**src/rtl/stopwatch_pkg.sv**
```systemverilog
// Shared types and constants for the stopwatch run/count engine.
package stopwatch_pkg;

    typedef enum logic [1:0] {
        ST_STOP  = 2'd0,
        ST_RUN   = 2'd1,
        ST_CLEAR = 2'd2
    } sw_state_t;

    localparam int CSEC_MAX = 99;
    localparam int DISP_W   = 14;

    // Packs seconds and centiseconds into the sec*100 + csec display value.
    function automatic logic [DISP_W-1:0] to_disp(input logic [6:0] sec, input logic [6:0] csec);
        return DISP_W'(sec) * DISP_W'(100) + DISP_W'(csec);
    endfunction

endpackage

```
**src/rtl/btn_edge.sv**
```systemverilog
// Two-flop synchronizer followed by a rising-edge detector.
// A held button yields a single one-cycle pulse.
module btn_edge (
    input  logic clk,
    input  logic reset,
    input  logic btn,
    output logic pulse
);

    logic sync1_reg;
    logic sync2_reg;
    logic prev_reg;

    always_ff @(posedge clk or posedge reset) begin
        if (reset) begin
            sync1_reg <= 1'b0;
            sync2_reg <= 1'b0;
            prev_reg  <= 1'b0;
        end else begin
            sync1_reg <= btn;
            sync2_reg <= sync1_reg;
            prev_reg  <= sync2_reg;
        end
    end

    assign pulse = sync2_reg & ~prev_reg;

endmodule

```
**src/rtl/stopwatch_run_ctrl.sv**
```systemverilog
// Stopwatch STOP/RUN/CLEAR sequencer, tick divider, csec/sec counters and display register.
// Define STOPWATCH_LAP_EN to add the btn_lap input and the lap-hold display freeze.
module stopwatch_run_ctrl
    import stopwatch_pkg::*;
#(
    parameter int CLK_HZ  = 100_000_000,
    parameter int TICK_HZ = 100,
    parameter int MAX_SEC = 60
) (
    input  logic              clk,
    input  logic              reset,
    input  logic              btn_run,
    input  logic              btn_clear,
`ifdef STOPWATCH_LAP_EN
    input  logic              btn_lap,
`endif
    output logic [DISP_W-1:0] disp_val,
    output logic [1:0]        state,
    output logic              run_led
);

    localparam int DIV_N = CLK_HZ / TICK_HZ;
    localparam int DIV_W = (DIV_N > 1) ? $clog2(DIV_N) : 1;
    localparam logic [DIV_W-1:0] DIV_LAST  = DIV_W'(DIV_N - 1);
    localparam logic [6:0]       SEC_LAST  = 7'(MAX_SEC - 1);
    localparam logic [6:0]       CSEC_LAST = 7'(CSEC_MAX);

`ifdef STOPWATCH_LAP_EN
    localparam int NUM_BTN = 3;
    logic [NUM_BTN-1:0] btn_raw;
    assign btn_raw = {btn_lap, btn_clear, btn_run};
`else
    localparam int NUM_BTN = 2;
    logic [NUM_BTN-1:0] btn_raw;
    assign btn_raw = {btn_clear, btn_run};
`endif

    logic [NUM_BTN-1:0] btn_pulse;

    generate
        for (genvar gi = 0; gi < NUM_BTN; gi++) begin : g_btn
            btn_edge u_btn_edge (
                .clk   (clk),
                .reset (reset),
                .btn   (btn_raw[gi]),
                .pulse (btn_pulse[gi])
            );
        end
    endgenerate

    logic run_pulse;
    logic clear_pulse;
    assign run_pulse   = btn_pulse[0];
    assign clear_pulse = btn_pulse[1];

    sw_state_t         state_reg, state_next;
    logic [DIV_W-1:0]  div_reg, div_next;
    logic [6:0]        csec_reg, csec_next;
    logic [6:0]        sec_reg, sec_next;
    logic [DISP_W-1:0] disp_val_reg, disp_val_next;
    logic              lap_hold_reg, lap_hold_next;
    logic              tick;

    assign tick = (state_reg == ST_RUN) && (div_reg == DIV_LAST);

    always_comb begin
        state_next = state_reg;
        case (state_reg)
            ST_STOP: begin
                if (clear_pulse)    state_next = ST_CLEAR;
                else if (run_pulse) state_next = ST_RUN;
            end
            ST_RUN: begin
                if (run_pulse) state_next = ST_STOP;
            end
            ST_CLEAR: state_next = ST_STOP;
            default:  state_next = ST_STOP;
        endcase
    end

    // Divider only advances in RUN, so a resume continues the sub-tick phase.
    always_comb begin
        div_next  = div_reg;
        csec_next = csec_reg;
        sec_next  = sec_reg;
        if (state_reg == ST_CLEAR) begin
            div_next  = '0;
            csec_next = '0;
            sec_next  = '0;
        end else if (state_reg == ST_RUN) begin
            if (tick) begin
                div_next = '0;
                if (csec_reg == CSEC_LAST) begin
                    csec_next = '0;
                    sec_next  = (sec_reg == SEC_LAST) ? 7'd0 : sec_reg + 7'd1;
                end else begin
                    csec_next = csec_reg + 7'd1;
                end
            end else begin
                div_next = div_reg + DIV_W'(1);
            end
        end
    end

`ifdef STOPWATCH_LAP_EN
    always_comb begin
        lap_hold_next = lap_hold_reg;
        if (state_reg == ST_CLEAR)
            lap_hold_next = 1'b0;
        else if (state_reg == ST_RUN && btn_pulse[2])
            lap_hold_next = ~lap_hold_reg;
    end
`else
    assign lap_hold_next = 1'b0;
`endif

    assign disp_val_next = lap_hold_reg ? disp_val_reg : to_disp(sec_reg, csec_reg);

    always_ff @(posedge clk or posedge reset) begin
        if (reset) begin
            state_reg    <= ST_STOP;
            div_reg      <= '0;
            csec_reg     <= '0;
            sec_reg      <= '0;
            disp_val_reg <= '0;
            lap_hold_reg <= 1'b0;
        end else begin
            state_reg    <= state_next;
            div_reg      <= div_next;
            csec_reg     <= csec_next;
            sec_reg      <= sec_next;
            disp_val_reg <= disp_val_next;
            lap_hold_reg <= lap_hold_next;
        end
    end

    assign disp_val = disp_val_reg;
    assign state    = state_reg;
    assign run_led  = (state_reg == ST_RUN);

endmodule
```
**config.mk**
```make
export PLATFORM = sky130hd
export DESIGN_NAME = stopwatch_run_ctrl
export DESIGN_NICKNAME = d
export VERILOG_FILES = /design/src/rtl/stopwatch_pkg.sv /design/src/rtl/btn_edge.sv /design/src/rtl/stopwatch_run_ctrl.sv
export SDC_FILE = /design/constraint.sdc
export NUM_CORES = 1
export LEC_CHECK = 0
export ABC_AREA = 1
export BUFFER_PORTS_ARGS = -buffer_cell sky130_fd_sc_hd__buf_4
export CAP_MARGIN = 0
export CORE_UTILIZATION = 61
export DETAILED_ROUTE_END_ITERATION = 16
export GPL_ROUTABILITY_DRIVEN = 0
export GPL_TIMING_DRIVEN = 0
export PLACE_DENSITY = 0.81
export SLEW_MARGIN = 30
export SYNTH_ARGS = -nofsm -noshare
export SYNTH_HDL_FRONTEND = slang
export SYNTH_SLANG_ARGS = --single-unit
```
**constraint.sdc**
```tcl
create_clock -name clk -period 3.1 [get_ports clk]
set_input_delay 0.31 -clock clk [delete_from_list [all_inputs] [get_ports clk]]
set_output_delay 0.31 -clock clk [all_outputs]
set_load 0.01 [all_outputs]
```
==> impl_metrics.env <==
export IMPL_status="finished clean"
export IMPL_ant_nets=0
export IMPL_syn_inst=470
export IMPL_syn_area_sq_mm=0.00367
export IMPL_drive_gt1_share_pct=13.5
export IMPL_diodes=0
export IMPL_synth_top_area_share_pct=38.2
export IMPL_ys_async_sr_fraction_pct=100
export IMPL_cts_htree_levels=2
export IMPL_die_y_um=79.5
export IMPL_placedCellCount=563
export IMPL_grt_antenna_before_repair=0
export IMPL_via_per_inst=5.33
export IMPL_cts_reportedPaths_clkPinSlew_ns=0.11
export IMPL_yosys_top_cells_area="dfrtp_1, nand2_1, ha_1, inv_1, nor2_1"
export IMPL_hold_class="input pin to register"
export IMPL_p_per_area_mw_per_mm2=503
export IMPL_ys_warn_count=0
export IMPL_ys_seq_area_share_pct=38.2
export IMPL_worst_pin_slew_ns=0.403
export IMPL_dr_first_iter_drc_count=145
export IMPL_grt_pass1_wl_mm=12.4
export IMPL_area_growth_pct=12.5
export IMPL_finalHoldViolCount=0
export IMPL_synth_common_cells="nand2_1, inv_1, dfrtp_1"
export IMPL_core_area_sq_mm=0.00564
export IMPL_fin_skew_ns=0.00858
export IMPL_cts_tree="yes"
export IMPL_ir_drop_uv=353
export IMPL_grt_max_degree=49
export IMPL_wire_per_inst_um=12.6
export IMPL_clk_path_buf_depth=2
export IMPL_die_area_sq_mm=0.00633
export IMPL_cp_slowest_cell="fa_1"
export IMPL_synth_edf_count=0
export IMPL_setup_viol=0
export IMPL_synth_cell_types=34
export IMPL_path_class="register to register"
export IMPL_fin_ws_ns=0.193
export IMPL_cpMostUsedCell="nand2_1"
export IMPL_cp_top_family="adder cells"
export IMPL_portBuffers=20
export IMPL_worst_path_largest_cell_delay_ns=0.48
export IMPL_cp_required_ns=3.32
export IMPL_synthMostInstantiatedCell="nand2_1"
export IMPL_root_buffer="clkbuf_8"
export IMPL_drt_wl_total_mm=7.27
export IMPL_clock_latency_ns=0.32
export IMPL_start_kind="register"
export IMPL_nets=546
export IMPL_dpl_hpwl_mm=5.38
export IMPL_crit_fanout=5
export IMPL_synth_area_per_cell_sq_um=7.80
export IMPL_leakagePower_nw=2.28
export IMPL_grt_pass1_vias=2878
export IMPL_grt_overflow=0
export IMPL_timing_critical_path_cells="inv_1 -> ha_1 -> inv_1 -> ha_1 -> fa_1 -> ha_4 -> inv_1 -> nand2_1 -> nand2_1 -> nor2_2 -> nand3_1 -> a21oi_1 -> nand4_1 -> nand2_1 -> nand2_1"
export IMPL_fmax_mhz=344
export IMPL_largest_register_ffs=20
export IMPL_start_util_pct=65.0
export IMPL_synth_ff_type="dfrtp_1"
export IMPL_drc=0
export IMPL_crit_buf_inv=3
export IMPL_numCtsBuffers=5
export IMPL_clock_sinks=56
export IMPL_die_w_um=79.5
export IMPL_firstDrtPassIters=4
export IMPL_grt_usage_pct=24.8
export IMPL_final_cells=576
export IMPL_crit_arrival_ns=3.12
export IMPL_synth_top_area_cell="dfrtp_1"
export IMPL_synth_seq_cells=56
export IMPL_slew_headroom_pct=73.1
export IMPL_period_minus_slack_ns=2.91
export IMPL_fill_cells=427
export IMPL_cp_end_kind="register"
export IMPL_vias=3072
export IMPL_pre_cts_ws_ns=0.00849
export IMPL_io_pins=21
export IMPL_maxSlewViolCount=0
export IMPL_syn_nets=513
export IMPL_finalCritPeriodShare_pct=93.8
export IMPL_maxCapViolCount=0
export IMPL_rows=27
report_power, final:
group | switching [mW] | internal (mW) | leakage, nW
logic | 0.410 | 0.244 | 1.47
registers | 0.0800 | 0.824 | 0.747
clock network | 0.265 | 0.250 | 0.0607
total | 0.755 | 1.32 | 2.28
layout by cell type (no fill, tap or decap), types with 3 or more instances in the layout:
| cell | netlist | routed |
|---|---|---|
| a21oi_1 | 7 | 7 |
| buf_4 | 1 | 25 |
| clkbuf_8 | 0 | 5 |
| dfrtp_1 | 56 | 52 |
| dfrtp_2 | 0 | 4 |
| ha_1 | 36 | 35 |
| inv_1 | 65 | 64 |
| nand2_1 | 133 | 133 |
| nand3_1 | 29 | 29 |
| nand3b_1 | 3 | 3 |
| nand4_1 | 20 | 20 |
| nor2_1 | 50 | 47 |
| nor2_2 | 1 | 4 |
| nor3_1 | 8 | 8 |
| o21ai_0 | 12 | 12 |
| o21ai_2 | 4 | 4 |
| or2_2 | 6 | 6 |
| xnor2_1 | 4 | 4 |
| xor2_1 | 12 | 12 |
cell type report:
cell class                 instances  area, sq um  area share (%)
multi-input combinational        342         2000            48.5
sequential                        56         1410            34.1
inverter                          67          254            6.16
timing repair buffer              26          218            5.28
tap                               72         90.1            2.18
clock buffer                       5         68.8            1.67
clock inverter                     3         50.0            1.21
buffer                             5         38.8           0.941
timing repair:
action,in CTS,in global routing
endpoints found under the hold margin,8,0
pin swaps,0,1
buffers inserted,0,4
gates resized for setup,1,8
setup endpoints to repair,1,4
hold buffers,1,0
worst paths after layout:
| path | to | slack [ns] | cells past startpoint | start |
|---|---|---|---|---|
| setup / recovery | disp_val[13] | 0.19 | 15 | sec_reg[2] |
| hold / removal | g_btn[1].u_btn_edge.sync1_reg | 0.09 | 1 | btn_clear |
| setup reg to reg | disp_val[13] | 0.19 | 15 | sec_reg[2] |
| hold reg to reg | g_btn[0].u_btn_edge.sync2_reg | 0.36 | 0 | g_btn[0].u_btn_edge.sync1_reg |
| max in group asynchronous | sec_reg[1] | 2.21 | 4 | reset |
| min in group asynchronous | div_reg[17] | 0.43 | 3 | reset |
per-layer routing:
layer / track usage (%) / up-vias / part of all wire, %
li1: - / 1571 / -
met1: 34.9 / 1462 / 50
met4: 7.82 / 0 / 1.1
met5: 0 / - / 0
met3: 3.20 / 8 / 2.1
met2: 39.7 / 31 / 47
logic make-up (layout without fill, tap and decap cells):
logic type | count (synthesis) | in the layout | share of synthesized area, %
xor gates and xnor gates | 16 | 16 | 3.82
and+or+nand+nor | 260 | 260 | 31.8
DFF | 56 | 56 | 38.2
adders and majority gates | 39 | 39 | 13.9
buffers and inverters | 72 | 106 | 7.91
AOI/OAI and AO/OA | 27 | 27 | 4.37
metrics by stage:
stage | utilization (%) | instance area [sq um] | total power [mW] | hold WS, ns | TNS (ns)
finish | 73.1 | 4120 | 2.07 | 0.0908 | 0
CTS | 72.1 | 4070 | 2.08 | 0.0842 | 0
global route | 73.1 | 4120 | 2.21 | 0.0739 | -0.0152
floorplan | - | 3670 | 1.36 | 0.331 | 0
detailed placement | 69.8 | 3940 | 1.57 | 0.223 | 0
global placement | 69.3 | 3910 | 1.54 | 0.339 | 0
Note: power is estimated with default switching activity, not from simulation.
